===== src/rtl/program_loader.sv =====
// program_loader: streams a byte-wide program image into the 16x128 program RAM and verifies it by XOR checksum
module program_loader #(
    parameter int DEPTH = 128
) (
    input  logic        clk,
    input  logic        reset_n,
    input  logic        start,
    input  logic [7:0]  word_count,
    input  logic [7:0]  byte_data,
    input  logic        byte_valid,
    output logic        byte_ready,
    output logic        ram_read_en,
    output logic        ram_write_en,
    output logic [6:0]  ram_addr,
    output logic [15:0] ram_din,
    input  logic [15:0] ram_dout,
    output logic        busy,
    output logic        done,
    output logic        error,
    output logic [15:0] checksum
);
    typedef enum logic [2:0] {IDLE, RECV_HI, RECV_LO, WRITE, VFY_RD, VFY_CMP, DONE} state_t;

    state_t      state, state_d;
    logic [6:0]  addr, addr_d, last, last_d;
    logic [15:0] word, word_d, checksum_d, acc, acc_d;
    logic        error_d;
    logic        is_last;

    // last holds word_count-1, so a 128-word load ends at address 127 without wrapping
    assign is_last = addr == last;

    // next-state and datapath updates; error is resolved on entry to DONE so it is valid alongside done
    always_comb begin
        state_d    = state;
        addr_d     = addr;
        last_d     = last;
        word_d     = word;
        checksum_d = checksum;
        acc_d      = acc;
        error_d    = error;
        case (state)
            IDLE: begin
                if (start) begin
                    if (word_count == 8'd0 || word_count > 8'(DEPTH)) begin
                        state_d = DONE;
                        error_d = 1'b1;
                    end else begin
                        state_d    = RECV_HI;
                        last_d     = 7'(word_count - 8'd1);
                        addr_d     = '0;
                        checksum_d = '0;
                        acc_d      = '0;
                        error_d    = 1'b0;
                    end
                end
            end
            RECV_HI: begin
                if (byte_valid) begin
                    word_d[15:8] = byte_data;
                    state_d      = RECV_LO;
                end
            end
            RECV_LO: begin
                if (byte_valid) begin
                    word_d[7:0] = byte_data;
                    state_d     = WRITE;
                end
            end
            WRITE: begin
                checksum_d = checksum ^ word;
                addr_d     = is_last ? 7'd0 : addr + 7'd1;
                state_d    = is_last ? VFY_RD : RECV_HI;
            end
            VFY_RD: state_d = VFY_CMP;
            VFY_CMP: begin
                acc_d = acc ^ ram_dout;
                if (is_last) begin
                    state_d = DONE;
                    error_d = acc_d != checksum;
                end else begin
                    addr_d  = addr + 7'd1;
                    state_d = VFY_RD;
                end
            end
            DONE: state_d = IDLE;
            default: state_d = IDLE;
        endcase
    end

    // state and datapath registers
    always_ff @(posedge clk) begin
        if (!reset_n) begin
            state    <= IDLE;
            addr     <= '0;
            last     <= '0;
            word     <= '0;
            checksum <= '0;
            acc      <= '0;
            error    <= 1'b0;
        end else begin
            state    <= state_d;
            addr     <= addr_d;
            last     <= last_d;
            word     <= word_d;
            checksum <= checksum_d;
            acc      <= acc_d;
            error    <= error_d;
        end
    end

    // registered outputs decoded from the next state so they line up with the state they describe
    always_ff @(posedge clk) begin
        if (!reset_n) begin
            byte_ready   <= 1'b0;
            ram_read_en  <= 1'b0;
            ram_write_en <= 1'b0;
            ram_addr     <= '0;
            ram_din      <= '0;
            busy         <= 1'b0;
            done         <= 1'b0;
        end else begin
            byte_ready   <= state_d == RECV_HI || state_d == RECV_LO;
            ram_read_en  <= state_d == VFY_RD;
            ram_write_en <= state_d == WRITE;
            ram_addr     <= (state_d == WRITE || state_d == VFY_RD) ? addr_d : '0;
            ram_din      <= state_d == WRITE ? word_d : '0;
            busy         <= state_d != IDLE;
            done         <= state_d == DONE;
        end
    end
endmodule


===== config.mk =====
export PLATFORM = sky130hd
export DESIGN_NAME = program_loader
export DESIGN_NICKNAME = d
export VERILOG_FILES = /design/src/rtl/program_loader.sv
export SDC_FILE = /design/constraint.sdc
export NUM_CORES = 1
export LEC_CHECK = 0
export BUFFER_PORTS_ARGS = -buffer_cell sky130_fd_sc_hd__buf_2
export CAP_MARGIN = 20
export CORE_MARGIN = 5
export CORE_UTILIZATION = 42
export CTS_BUF_LIST = sky130_fd_sc_hd__clkbuf_4
export DETAILED_ROUTE_END_ITERATION = 6
export GPL_TIMING_DRIVEN = 0
export MAX_ROUTING_LAYER = met4
export PLACE_DENSITY = 0.63
export SYNTH_ARGS = -nofsm -noshare
export SYNTH_HDL_FRONTEND = slang
export SYNTH_SLANG_ARGS = --single-unit

===== constraint.sdc =====
create_clock -name clk -period 3.8 [get_ports clk]
set_input_delay 0.76 -clock clk [delete_from_list [all_inputs] [get_ports clk]]
set_output_delay 0.76 -clock clk [all_outputs]
set_load 0.005 [all_outputs]

==> impl_results.md, run 1 <==
- Synth warnings: 0
- Initial DRC Count: 188
- Worst setup SP type: input port
- Core area: 9770 um^2
- Critical path peak fanout: 10
- Synth area leader: dfxtp_1
- Status: finished clean
- Fraction of layout cells with a size suffix above 1: 0.211
- Cells after DPL: 668
- P_int: 1.38 mW
- H-tree depth: 3
- Final setup vio count: 0
- Final Cycle Share: 0.658
- TritonRoute pass-1 iters: 4
- Top cells by count, synth: dfxtp_1 (94), nor2_1 (79), a21oi_1 (26)
- R2r endpoint: acc[8]
- Synth Area in Compound Gates: 0.157
- Register share of total power: 0.529
- Clock latency on the worst-skew pair: 440 ps
- Fin cells: between 600 and 700
- Slowest stage delay, CP: 580 ps
- Largest family of logic cells by synthesized area: simple AND/OR/NAND/NOR gates
- Clk buf depth: 2
- Worst r2r path cells: 8
- Count leader, synth: dfxtp_1
- Async SR Flop Fraction: 0
- Post-Synth Simple-Gate Area: 0.189
- Die ar.: 12100 um^2
- CP arrival: 2830 ps
- Most used flip-flop cell after synthesis: dfxtp_1
- FP Rows: 36
- CTS resizes: 0
- CP delay by family, top: compound AO/OA/AOI/OAI gates
- Total gr overflow: 0
- Worst-path cell chain: buf_2, inv_1, ha_1, nor3b_2, a211o_1, nand2_2, o311ai_4, buf_4, nor2_1
- RSZ-0062 raised after global routing: no
- Post-Syn Instances: roughly 460
- GPL Wtd Cong: 0.828
- Tightest Hold Check Type: register to register
- TritonCTS buffer count: 9
- Worst setup margin: 1300 ps
- Crit path to: ram_din[7]
- Kind of critical path: input port to register
- Vias per cell: around 5.2
- Max-Cap Viols: 0
- DRC Markers: 0
- First-pass GRT wire length: 17500 um
- Fillers: 975
- Antenna Nets Post-Route: 0
- Synthesis-to-finish area growth: 17.0%
- CP Data Required Time: 4130 ps
- Largest net degree at the start of global routing: 18
- Buf+Inv Stages, Crit Path: 3
- Switching Fraction: 0.308
- Number of antenna violations at the first check in global routing: 0
- Post-Synth Adder-Cell Area: 0.00890
- Clock Skew: between 20 and 25 ps
- Worst slew margin: 0.400
- Setup bufs post-CTS: 0
- Worst slew pin tran: ~890 ps
- Starting Density: 0.432
- Avg Cell Area, Syn: between 9 and 10 um^2
- Number of global-route vias before repair: 3393
- Die height: 110 um
- TNS Setup: 0 ps
- Hold path startpoint: acc[14]
- Ports: 81
- Clock sink count: 94
- Worst flop-to-flop path startpoint: state[1]
- Switching power: between 0.6 and 0.7 mW
- Yosys cell types: 52
- Routed vias: approximately 3500
- Routed WL: 10700 um
- Critical path depth: 9
- EDFF count, synth: 0
- Mapped Nets: 494
- NumNets Final: 585
- Leakage: 2.02 nW
- Die Wd: 110 um
- Crit-path slowest cell: o311ai_4
- Top-area cell type share of the netlist area: 0.446
- CTS root buf: clkbuf_4
- GRT Util Overall: 0.190
- Clock Power Share: 0.285
- Worst vdd ir: 0.169 mV
- R2r setup slk: 1400 ps
- Synth Area in XOR/XNOR: 0.128
- IO Port Bufs: 80
- CTS tree: built
- Top post-synthesis cells by area: dfxtp_1 (45%), nor2_1 (7.0%), xor2_1 (5.0%)
- Worst Hold Slack: 501 ps
- Seq/Total Area, Yosys: 0.446
- Combinational power share: 0.185
- Pins Over Slew Limit: 0
- Minimum clock period: 2500 ps
- Worst Setup SP: word_count[0]
- Dpl hpwl: 8180 um
- Final Hold Fails: 0
- Mapped Area: 4220 um^2
- Pwr dens: between 400 and 500 nW/um^2
- Wire per inst: 15.6 um
- Mux cell area share after synthesis: 0.0403
- Crit end category: register
- Max frequency: 0.400 GHz
- Seq cells post-synth: 94
- Final Util: 0.505
- Hold Buf Count CTS: 0
- Clock-pin slew on the worst setup and hold paths: 160 ps
- Setup WS pre-CTS: 891 ps
flip-flops by register name, indices dropped and copies added (netlist names), 3 cells and up:
name      flops
acc          16
checksum     16
ram_din      16
word         16
addr          7
last          7
ram_addr      7
state         3
how the worst min path moves through the flow:
stage | end | slack [ps] | depth (start not counted)
2_1_floorplan | acc[0] | 460 | 2
3_3_place_gp | acc[15] | 470 | 2
3_5_place_dp | acc[0] | 490 | 2
4_1_cts | last[0] | 490 | 2
5_1_grt | last[0] | 490 | 2
6_report | acc[14] | 500 | 2
through the flow:
| step | power, mW | area, um^2 |
|---|---|---|
| final | 2.00 | 4940 |
| after global routing | 2.11 | 4930 |
| after CTS | 2.01 | 4930 |
| after detailed placement | 1.45 | 4780 |
| after global placement | 1.44 | 4780 |
| after floorplan | 1.33 | 4220 |
cells by family after synthesis:
kind of cell / count (synthesis)
compound gates: 100
xor+xnor: 52
simple gates: 158
buf+inv: 31
fa+ha+maj: 3
flops: 94
mux: 17
power groups by stage:
stage	sequential [mW]	clock (mW)	combinational (mW)
after floorplan	1.07	0	0.253
after detailed placement	1.08	0	0.367
after CTS	1.06	0.584	0.369
after global placement	1.08	0	0.361
final	1.06	0.571	0.371
after global routing	1.06	0.627	0.414
cell usage in the layout (no fill, tap or decap), drive strengths merged, types with 2 or more instances in the layout:
cell type	count
dfxtp	94
or4b	2
a311oi	3
a21oi	26
nand4	4
a211oi	6
and3	2
or2	2
o31ai	18
nand2b	4
o21ai	23
inv	8
nor2b	4
a31oi	9
xnor3	6
nand2	12
clkinv	2
nor4	3
and2	3
ha	3
clkbuf	24
mux2i	17
xor2	24
nor2	79
nand3b	16
and4	2
o211ai	4
nor4b	2
nor3	12
clkinvlp	2
or3	4
buf	90
xnor2	22
nand3	5
final cells by class:
class | count | area [um^2] | area share
antenna | 1 | 2.50 | 0.000507
sequential | 94 | 1880 | 0.381
clock buffer | 9 | 67.6 | 0.0137
timing repair buffer | 80 | 400 | 0.0811
clock inverter | 7 | 81.3 | 0.0165
buffer | 25 | 109 | 0.0221
multi-input combinational | 330 | 2200 | 0.447
inverter | 6 | 22.5 | 0.00456
tap | 133 | 166 | 0.0337
worst reg2reg max path, delay by kind of cell, from the launching register on:
family                 cells  cell delay [ps]
buffers and inverters      3              630
AO/OA/AOI/OAI              2              280
flip-flops                 1              330
AND/OR/NAND/NOR            3             1030
layer usage:
metal  vias up  global-route usage  routed length (um)
met2        72               0.289                4800
li1       1796                   -                   -
met5         -                   -                   0
met4         0              0.0545                 119
met1      1655               0.266                5370
met3        12              0.0268                 391
No activity file was read; power rests on OpenSTA's default activity.
==> inputs of run 2 (changes only) <==
- ABC_AREA: unset -> 1
- clock period: 3.8 -> 2.4 ns (I/O delays scaled with it)
==> impl_results.md, run 2 <==
- H-tree depth: 3 (unchanged)
- Mapped Nets: 690 (+40%)
- RSZ-0062 raised after global routing: no
- Status: finished clean
- Clock sink count: 94 (unchanged)
- Pwr dens: 656 nW/um^2 (+62%)
- Initial DRC Count: 319 (+70%)
- P_int: 2.17 mW (+57%)
- Diodes inserted: 0 (-1)
- CP Data Required Time: 2710 ps (-1420 ps)
- Seq/Total Area, Yosys: 0.419 (-0.0270)
- Yosys cell types: 32 (-38%)
- WL met2: 5030 um (+4.6%)
- Tightest Hold Check Type: input port to register
- Top-area cell type share of the netlist area: 0.419 (-0.0270)
- Switching Fraction: 0.359 (+0.0512)
- EDFF count, synth: 0 (unchanged)
- Async SR Flop Fraction: 0 (unchanged)
- Number of global-route vias before repair: 4156 (+22%)
- Pins Over Slew Limit: 0 (unchanged)
- CTS root buf: clkbuf_4
- Wire per inst: 14.0 um (-10%)
- Ports: 81 (unchanged)
- Kind of critical path: register to register
- Largest net degree at the start of global routing: 16 (-2)
- Leakage: 2.28 nW (+13%)
- Antenna Nets Post-Route: 0 (unchanged)
- Minimum clock period: 1990 ps
- Hold Buf Count CTS: 0 (unchanged)
- Met1 Wirelength: 6410 um (+19%)
- CP arrival: 2300 ps (-530 ps)
- CTS resizes: 0 (unchanged)
- Register share of total power: 0.504 (-0.025)
- Clock Skew: 21.8 ps (+1.25 ps)
- Switching power: 1.22 mW (+98%)
- Fillers: 1073 (+10%)
- Die height: 113 um (+2.9%)
- Top post-synthesis cells by area: dfxtp_1 (42%), nand2_1 (14%), inv_1 (7.6%)
- FP Rows: 37 (+2.8%)
- Commonest non-fill, non-tap cell in the layout: nand2_1
- Worst slew pin tran: 622 ps (-270 ps)
- CTS tree: built
- Combinational power share: 0.269 (+0.084)
- Worst setup SP type: register
- Worst slew margin: 0.585 (+0.185)
- Core area: 10400 um^2 (+6.1%)
- DRC Markers: 0 (unchanged)
- Worst setup margin: 411 ps (-887 ps)
- Area of the multi-input gates: 2160 um^2 (-2.2%)
- Setup WS pre-CTS: 38.7 ps (-852 ps)
- Avg Cell Area, Syn: 6.90 um^2 (-26%)
- Clk buf depth: 2 (unchanged)
- Most used flip-flop cell after synthesis: dfxtp_1
- Register area: 1880 um^2 (unchanged)
- Post-Syn Instances: 651 (+43%)
- Count leader, synth: nand2_1
- Crit end category: register
- GRT Util Overall: 0.201 (+0.0110)
- IO Port Bufs: 80 (unchanged)
- Clock-pin slew on the worst setup and hold paths: 150 ps (about the same)
- TritonCTS buffer count: 9 (unchanged)
- Clock Power Share: 0.227 (-0.058)
- Top cells by count, synth: nand2_1 (171), dfxtp_1 (94), inv_1 (91)
- Final setup vio count: 0 (unchanged)
- GPL Wtd Cong: 0.891 (+7.6%)
- Seq cells post-synth: 94 (unchanged)
- Met3 Routed Length: 745 um (+91%)
- Max frequency: 0.503 GHz
- Mapped Area: 4490 um^2 (+6.4%)
- Setup bufs post-CTS: 0 (unchanged)
- TNS Setup: 0 ps (unchanged)
- Final Hold Fails: 0 (unchanged)
- Top sig layer: met4
- Starting Density: 0.433 (+0.00140)
- Routed vias: 4268 (+21%)
- Vias per cell: 4.84 (-6.2%)
- Die Wd: 113 um (+2.9%)
- Worst Hold Slack: 319 ps (-182 ps)
- TritonRoute pass-1 iters: 6 (+2)
- Die ar.: 12900 um^2 (+5.8%)
- Fraction of layout cells with a size suffix above 1: 0.173 (-0.0376)
- Worst vdd ir: 0.343 mV (+100%)
- Dpl hpwl: 9510 um (+16%)
- Routed WL: 12300 um (+15%)
- Synth warnings: 0 (unchanged)
- Critical path peak fanout: 10 (unchanged)
- Synthesis-to-finish area growth: 15.2%
- Total gr overflow: 0 (unchanged)
- Max-Cap Viols: 0 (unchanged)
- Number of antenna violations at the first check in global routing: 0 (unchanged)
- NumNets Final: 781 (+34%)
- Clock latency on the worst-skew pair: 450 ps (about the same)
- Final Cycle Share: 0.829
- First-pass GRT wire length: 20400 um (+16%)
- Synth area leader: dfxtp_1
- Commonest cells after routing, fill and taps aside: nand2_1 (171), dfxtp_1 (94), inv_1 (91)
## run 2: through the flow
step	std cells	utilization	total power, mW	instance area (um^2)
global route	882	0.499	3.60	5170
global placement	867	0.488	2.63	5060
CTS	882	0.499	3.40	5170
detailed placement	867	0.488	2.64	5060
finish	882	0.499	3.39	5170
floorplan	651	-	2.37	4490
## run 2: layer usage
metal / vias to the layer above / GRT usage
li1: 2209 / -
met2: 135 / 0.284
met1: 1909 / 0.291
met5: - / -
met4: 0 / 0.0609
met3: 15 / 0.0387
## run 2: power groups by stage
stage	Clock, mW	Sequential, mW	Combinational, mW
global placement	0	1.74	0.893
floorplan	0	1.73	0.642
finish	0.768	1.71	0.913
CTS	0.785	1.71	0.906
detailed placement	0	1.74	0.902
global route	0.857	1.72	1.02
## run 2: logic make-up (layout without fill, tap and decap cells)
group,after synthesis,in the layout,share of synthesized area
AND/OR/NAND/NOR,331,331,0.319
buffers and inverters,112,207,0.100
flip-flops,94,94,0.419
AO/OA/AOI/OAI,82,82,0.0962
XOR/XNOR,29,29,0.0566
adder cells (fa/ha/maj),3,3,0.00836
## run 2: area by class of cell
class	instances	share of cell area
multi-input cells	445	0.417
flip-flops and latches	94	0.364
repair buffers	80	0.0774
inverters	97	0.0704
well taps	136	0.0329
plain buffers	15	0.0167
clock buffers	10	0.0145
clock inverters	5	0.00678
## run 2: final timing paths
| path | start | to | slack, ps | cells past startpoint |
|---|---|---|---|---|
| max reg2reg | addr[5] | addr[0] | 410 | 11 |
| max | addr[5] | addr[0] | 410 | 11 |
| min reg2reg | word[12] | checksum[12] | 480 | 2 |
| min | word_count[6] | last[6] | 320 | 3 |
## run 2: critical path, cell delays in order (launching register included)
cell and delay [ps]:
dfxtp_1 400, inv_2 120, nand2_1 70, nand2_1 50, nand3_1 150, inv_1 220
nand2_1 140, buf_6 160, ha_1 260, o21ai_0 80, nor2_1 160, nor2_1 50
==> inputs of run 3 (changes only) <==
- clock period: 2.4 -> 1.85 ns (I/O delays scaled with it)
==> impl_results.md, run 3 (synthesis results as in run 2) <==
- Setup WS pre-CTS: -401 ps (-440 ps)
- Worst-path cell chain: inv_2, nand2_1, nand2_1, nand3_2, inv_2, nand2_2, buf_6, ha_1, o21ai_2, nor2_1, nor2_1
- Clock-pin slew on the worst setup and hold paths: 140 ps (about the same)
- First-pass GRT wire length: 20500 um (+0.55%)
- Switching Fraction: 0.361 (+0.00176)
- Die ar.: 12900 um^2 (unchanged)
- Total gr overflow: 0 (unchanged)
- Final Hold Fails: 0 (unchanged)
- DRC Markers: 0 (unchanged)
- Die height: 113 um (unchanged)
- Dpl hpwl: 9510 um (unchanged)
- CTS root buf: clkbuf_4
- Fin cells: 894 (+1.4%)
- Number of antenna violations at the first check in global routing: 0 (unchanged)
- TritonRoute pass-1 iters: 6 (unchanged)
- Worst slew margin: 0.601 (+0.0153)
- Worst Hold Slack: 195 ps (-123 ps)
- GRT Util Overall: 0.202 (+0.00103)
- Slowest stage delay, CP: 380 ps (-20 ps)
- Diodes inserted: 0 (unchanged)
- Met1 Wirelength: 6400 um (about the same)
- Max-Cap Viols: 0 (unchanged)
- Largest net degree at the start of global routing: 16 (unchanged)
- Final Cycle Share: 0.945 (+0.116)
- Worst vdd ir: 0.458 mV (+33%)
- CP Data Required Time: 2170 ps (-540 ps)
- CP arrival: 2070 ps (-230 ps)
- Commonest cells after routing, fill and taps aside: nand2_1 (168), inv_1 (86), buf_2 (86)
- Minimum clock period: 1750 ps (-241 ps)
- Routed vias: 4336 (+1.6%)
- Wire per inst: 14.1 um (+0.72%)
- Fraction of layout cells with a size suffix above 1: 0.214 (+0.0408)
- Clock Skew: 27.9 ps (+6.04 ps)
- Pins Over Slew Limit: 0 (unchanged)
- Kind of critical path: register to register
- Clock Power Share: 0.221 (-0.006)
- Routed WL: 12600 um (+2.1%)
- Final Util: 0.513 (+0.0144)
- Final setup vio count: 0 (unchanged)
- Crit end category: register
- CP delay by family, top: simple AND/OR/NAND/NOR gates
- Commonest non-fill, non-tap cell in the layout: nand2_1
- Tightest Hold Check Type: input port to register
- Vias per cell: 4.85 (+0.23%)
- Final instance area: 5320 um^2 (+2.9%)
- H-tree depth: 3 (unchanged)
- CTS tree: built
- Number of global-route vias before repair: 4180 (+0.58%)
- Core area: 10400 um^2 (unchanged)
- Top sig layer: met4
- NumNets Final: 793 (+1.5%)
- TritonCTS buffer count: 9 (unchanged)
- Buf+Inv Stages, Crit Path: 3 (unchanged)
- Worst slew pin tran: 599 ps (-22.9 ps)
- Clock latency on the worst-skew pair: 470 ps (+20 ps)
- Ports: 81 (unchanged)
- WL met2: 5320 um (+5.8%)
- Pwr dens: 854 nW/um^2 (+30%)
- Placed instance area: 5060 um^2 (unchanged)
- Hold Buf Count CTS: 0 (unchanged)
- Fillers: 1075 (+0.19%)
- P_int: 2.90 mW (+34%)
- FP Rows: 37 (unchanged)
- Antenna Nets Post-Route: 0 (unchanged)
- Cells after DPL: 867 (unchanged)
- Die Wd: 113 um (unchanged)
- Starting Density: 0.433 (unchanged)
- Worst setup SP type: register
- Met3 Routed Length: 706 um (-5.2%)
- Switching power: 1.64 mW (+35%)
- Clk buf depth: 2 (unchanged)
- Leakage: 2.37 nW (+3.6%)
- Status: finished clean
- Synthesis-to-finish area growth: 18.5%
- Initial DRC Count: 315 (-1.3%)
- Critical path peak fanout: 10 (unchanged)
- GPL Wtd Cong: 0.891 (unchanged)
- Clock sink count: 94 (unchanged)
- Worst setup margin: 102 ps (-309 ps)
- Combinational power share: 0.290 (+0.021)
- Register share of total power: 0.489 (-0.015)
- Crit-path slowest cell: dfxtp_2
- Max frequency: 0.572 GHz (+14%)
- IO Port Bufs: 80 (unchanged)
-- run 3: tightest hold or removal path, cell delays in order --
cell and delay [ps]:
buf_2 110, nand2_2 80, inv_1 60
-- run 3: repair_timing --
action / CTS / global route
gates resized for setup: 5 / 22
setup buffers: 4 / 8
endpoints found under the setup margin: 5 / 40
pin swaps: 1 / 5
-- run 3: final timing paths --
check	from	end	slack, ps	cells after the start
min reg2reg	word[11]	checksum[11]	470	2
max	addr[5]	addr[0]	100	11
max reg2reg	addr[5]	addr[0]	100	11
min	reset_n	state[2]	200	3
-- run 3: per-stage QoR --
| stage | power, mW | setup TNS (ps) |
|---|---|---|
| floorplan | 3.08 | 0 |
| global placement | 3.41 | -10550 |
| detailed placement | 3.43 | -12650 |
| CTS | 4.46 | -6.15 |
| global route | 4.81 | -41.4 |
| finish | 4.54 | 0 |
-- run 3: area by class of cell --
type	count	area, um^2	share of cell area
multi-input cells	445	2200	0.414
flip-flops and latches	94	1900	0.356
repair buffers	92	490	0.0922
inverters	97	367	0.0689
well taps	136	170	0.0320
plain buffers	15	86.3	0.0162
clock buffers	10	75.1	0.0141
clock inverters	5	35.0	0.00659
-- run 3: layer usage --
layer  up-vias  GRT usage
met2       124      0.286
met3        13     0.0387
met5         -          -
li1       2231          -
met1      1968      0.292
met4         0     0.0609
-- run 3: power by group through the flow --
stage	clock, mW	combinational (mW)	sequential, mW
final	1.01	1.32	2.22
after CTS	1.02	1.23	2.22
after global routing	1.11	1.46	2.24
after global placement	0	1.16	2.26
after floorplan	0	0.833	2.25
after detailed placement	0	1.17	2.26
